**src/rtl/weight_accum_datapath.sv**
```systemverilog
// Weight accumulator: adds a loaded weight once per count strobe for N_CNT
// strobes, then pulses done and returns to idle with the result held.
module weight_accum_datapath #(
  parameter int unsigned N_CNT = 8
) (
  input  logic       clk,
  input  logic       reset,
  input  logic [5:0] w_in,
  input  logic       load_w_in,
  input  logic       cnt_in,
  output logic [5:0] b_out,
  output logic [5:0] s_out,
  output logic [1:0] state_out,
  output logic       done_out,
  output logic       ovf_out
);

  typedef enum logic [1:0] {
    S_IDLE = 2'd0,
    S_RUN  = 2'd1,
    S_DONE = 2'd2
  } state_t;

  localparam logic [5:0] LP_N = 6'(N_CNT);

  state_t     r_state;
  logic [5:0] r_w;
  logic [5:0] r_b;
  logic [5:0] r_s;
  logic       r_done;
  logic       r_ovf;

  logic [6:0] w_sum;
  logic [5:0] w_s_inc;
  logic       w_last;

  // Bit 6 of the 7-bit sum is the carry out of bit 5
  assign w_sum   = {1'b0, r_b} + {1'b0, r_w};
  assign w_s_inc = r_s + 6'd1;
  assign w_last  = (w_s_inc == LP_N);

  always_ff @(posedge clk or negedge reset) begin
    if (!reset) begin
      r_state <= S_IDLE;
      r_w     <= '0;
      r_b     <= '0;
      r_s     <= '0;
      r_done  <= 1'b0;
      r_ovf   <= 1'b0;
    end else if (load_w_in) begin
      r_w     <= w_in;
      r_state <= S_RUN;
      r_b     <= '0;
      r_s     <= '0;
      r_ovf   <= 1'b0;
      r_done  <= 1'b0;
    end else begin
      unique case (r_state)
        S_IDLE: begin
          r_done <= 1'b0;
        end
        S_RUN: begin
          r_done <= 1'b0;
          if (cnt_in) begin
            r_b   <= w_sum[5:0];
            r_s   <= w_s_inc;
            r_ovf <= r_ovf | w_sum[6];
            if (w_last) begin
              r_state <= S_DONE;
              r_done  <= 1'b1;
            end
          end
        end
        S_DONE: begin
          r_state <= S_IDLE;
          r_done  <= 1'b0;
        end
        default: begin
          r_state <= S_IDLE;
          r_done  <= 1'b0;
        end
      endcase
    end
  end

  assign b_out     = r_b;
  assign s_out     = r_s;
  assign state_out = r_state;
  assign done_out  = r_done;
  assign ovf_out   = r_ovf;

endmodule

```
**config.mk**
```make
export PLATFORM = sky130hd
export DESIGN_NAME = weight_accum_datapath
export DESIGN_NICKNAME = d
export VERILOG_FILES = /design/src/rtl/weight_accum_datapath.sv
export SDC_FILE = /design/constraint.sdc
export NUM_CORES = 1
export LEC_CHECK = 0
export ABC_AREA = 1
export CAP_MARGIN = 0
export CORE_ASPECT_RATIO = 0.5
export CORE_MARGIN = 2
export CORE_UTILIZATION = 35
export CTS_CLUSTER_DIAMETER = 60
export DETAILED_ROUTE_END_ITERATION = 6
export SLEW_MARGIN = 10
export SYNTH_ARGS = -nofsm -noshare
export SYNTH_HDL_FRONTEND = slang
export SYNTH_SLANG_ARGS = --single-unit
```
**constraint.sdc**
```tcl
create_clock -name clk -period 2.2 [get_ports clk]
set_clock_uncertainty 0.15 [all_clocks]
set_input_delay 0.44 -clock clk [delete_from_list [all_inputs] [get_ports clk]]
set_output_delay 0.44 -clock clk [all_outputs]
set_load 0.005 [all_outputs]
```
==> reports/results.tsv <==
metric	value	unit
cts_resized	0	
start_util	0.382	
dp_hpwl	1.87	mm
hold_buffers	0	
maxSlewHeadroom	0.809	
power.total	1.03	mW
first_pass_iters	4	
place_ws	367	ps
boundaryPins	26	
p_sw_frac	0.251	
cts_root_buf	clkbuf_8	
clkPwrFrac	0.369	
row_count	14	
layout_commonest_cell	nand2_1	
period_needed	1910	ps
drive_above_1_share	0.0828	
worst-endpoint-arrival	1320	ps
cts_num_sinks	22	
core	0.00312	sq mm
die-area	0.00391	sq mm
crit_fanout	8	
synthesis.nets	157	
cp_top_family	buffers and inverters	
yosysUniqueCellTypes	25	
overflow	0	
p_leak	0.793	nW
final_cells	209	
internal-power	0.768	mW
critPathBufInv	1	
grtUsageTotal	0.140	
area_growth	31.5	%
viasPerCell	4.84	
die_y	45.2	um
p_seq_frac	0.444	
drc	0	
crit_type	reg -> out	
route.vias.total	1012	
setup_tns	0	ps
ys_ff_latch	22	
final.period_utilization	0.867	
grt_pass1_wl	4.14	mm
port_buffers	25	
drtAntennaViolNets	0	
nNetsFinal	188	
grt_pass1_vias	887	
totalWireLength	2.47	mm
antenna_found_initial	0	
cts.clk_slew.worst_paths	80	ps
grt_max_degree	23	
worstMarginPinSlew	285	ps
routabilityCongestion	0.838	
netlist_area	0.00119	sq mm
path_cells	clkdlybuf4s50_1	
cts_setup_buffers	0	
rsz0062_at_grt	false	
stdcell_area	0.00157	sq mm
critPathCaptureType	primary output	
avgSynthCellArea	8.56	sq um
wl_per_cell	11.8	um
die_x	86.5	um
setup_viol	0	
tritoncts	yes	
clk_latency	270	ps
power_switching	0.258	mW
peakVddDrop	0.258	mV
yosys_warnings	0	
final_cell_mix	nand2_1 (43), clkdlybuf4s50_1 (25), dfrtp_1 (22)	
startpoint_type	flop	
clockBufferDepth	2	
outcome	finished clean	
syn_inst	139	
required	1610	ps
setup_slack	293	ps
finalHoldViolations	0	
placedInstanceArea	0.00149	sq mm
hp-class	reg -> reg	
h-tree-depth	1	
max_freq	0.524	GHz
crit_slowest_cell	clkdlybuf4s50_1	
seq_area_frac_synth	0.463	
diodes	0	
power_density	656	mW/mm^2
drv_slew	0	
drt_iter0_markers	58	
cap_violations	0	
dp_cells	205	
pwr-share-comb	0.186	
cpPeakStageDelay	550	ps
numCtsBuffers	3	
==> sequential cells by signal, indices dropped and copies added (netlist names) <==
register / cells
r_w: 6
s_out: 6
b_out: 6
ovf_out: 1
done_out: 1
state_out: 2
==> per-stage QoR <==
| stage | hold WS [ps] | util |
|---|---|---|
| after floorplan | -5.59 | - |
| after global placement | 315 | 0.479 |
| after detailed placement | 317 | 0.479 |
| after CTS | 338 | 0.502 |
| after global routing | 360 | 0.502 |
| final | 335 | 0.502 |
==> synthesized netlist by cell type <==
cell | n | area [sq um]
o31ai_1 | 1 | 7.51
o211ai_1 | 1 | 7.51
inv_2 | 2 | 7.51
o21ai_2 | 1 | 8.76
fa_1 | 1 | 20.0
a21oi_1 | 4 | 20.0
nand2_1 | 43 | 161
ha_1 | 7 | 87.6
o21ai_0 | 10 | 50.1
nor2_4 | 1 | 11.3
inv_1 | 16 | 60.1
buf_6 | 1 | 11.3
nand3_1 | 9 | 45.0
nand2_2 | 2 | 12.5
nor4_1 | 2 | 12.5
inv_6 | 1 | 8.76
dfrtp_1 | 22 | 551
nand4_1 | 5 | 31.3
nand3_4 | 1 | 17.5
nor2_1 | 2 | 7.51
o22ai_1 | 2 | 12.5
a22o_1 | 2 | 17.5
nor3_1 | 1 | 5.00
a21o_1 | 1 | 7.51
xor2_1 | 1 | 8.76
==> worst min-delay path, stage by stage (launching register included) <==
cell and delay, ps:
dfrtp_1 350, nand2_1 60, nand2_1 50
==> power groups by stage <==
stage | clock, mW | combinational [mW] | sequential (mW)
2_1_floorplan | 0 | 0.107 | 0.460
3_3_place_gp | 0 | 0.193 | 0.464
3_5_place_dp | 0 | 0.192 | 0.464
4_1_cts | 0.397 | 0.194 | 0.456
5_1_grt | 0.416 | 0.218 | 0.460
6_report | 0.379 | 0.191 | 0.456
==> cell type report <==
type	count	area (sq um)
clock buffer	3	41.3
fill	299	1550
clock inverter	1	30.0
sequential	22	551
timing repair buffer	27	265
tap	40	50.0
inverter	19	76.3
multi-input combinational	97	552
==> routing by layer <==
| metal | vias to the layer above | wire, um | track usage |
|---|---|---|---|
| li1 | 525 | - | - |
| met1 | 469 | 1300 | 0.194 |
| met2 | 18 | 1070 | 0.217 |
| met3 | 0 | 97 | 0.0420 |
| met4 | 0 | 0 | 0.0375 |
| met5 | - | 0 | 0 |
==> worst paths after layout <==
path / start / end / slack, ps / depth (start not counted)
setup / recovery: s_out[0] / s_out[0] / 290 / 1
hold / removal: r_w[4] / r_w[4] / 340 / 2
setup reg to reg: b_out[0] / b_out[4] / 460 / 9
hold reg to reg: r_w[4] / r_w[4] / 340 / 2
max in group asynchronous: reset / b_out[0] / 1300 / 2
min in group asynchronous: reset / ovf_out / 370 / 2
==> kinds of logic after synthesis <==
| family | after synthesis | synth area share |
|---|---|---|
| AOI/OAI and AO/OA | 22 | 0.110 |
| xor gates and xnor gates | 1 | 0.00736 |
| adders and majority gates | 8 | 0.0904 |
| buffers and inverters | 20 | 0.0736 |
| DFF | 22 | 0.463 |
| and+or+nand+nor | 66 | 0.256 |
No activity file was read; power rests on OpenSTA's default activity.
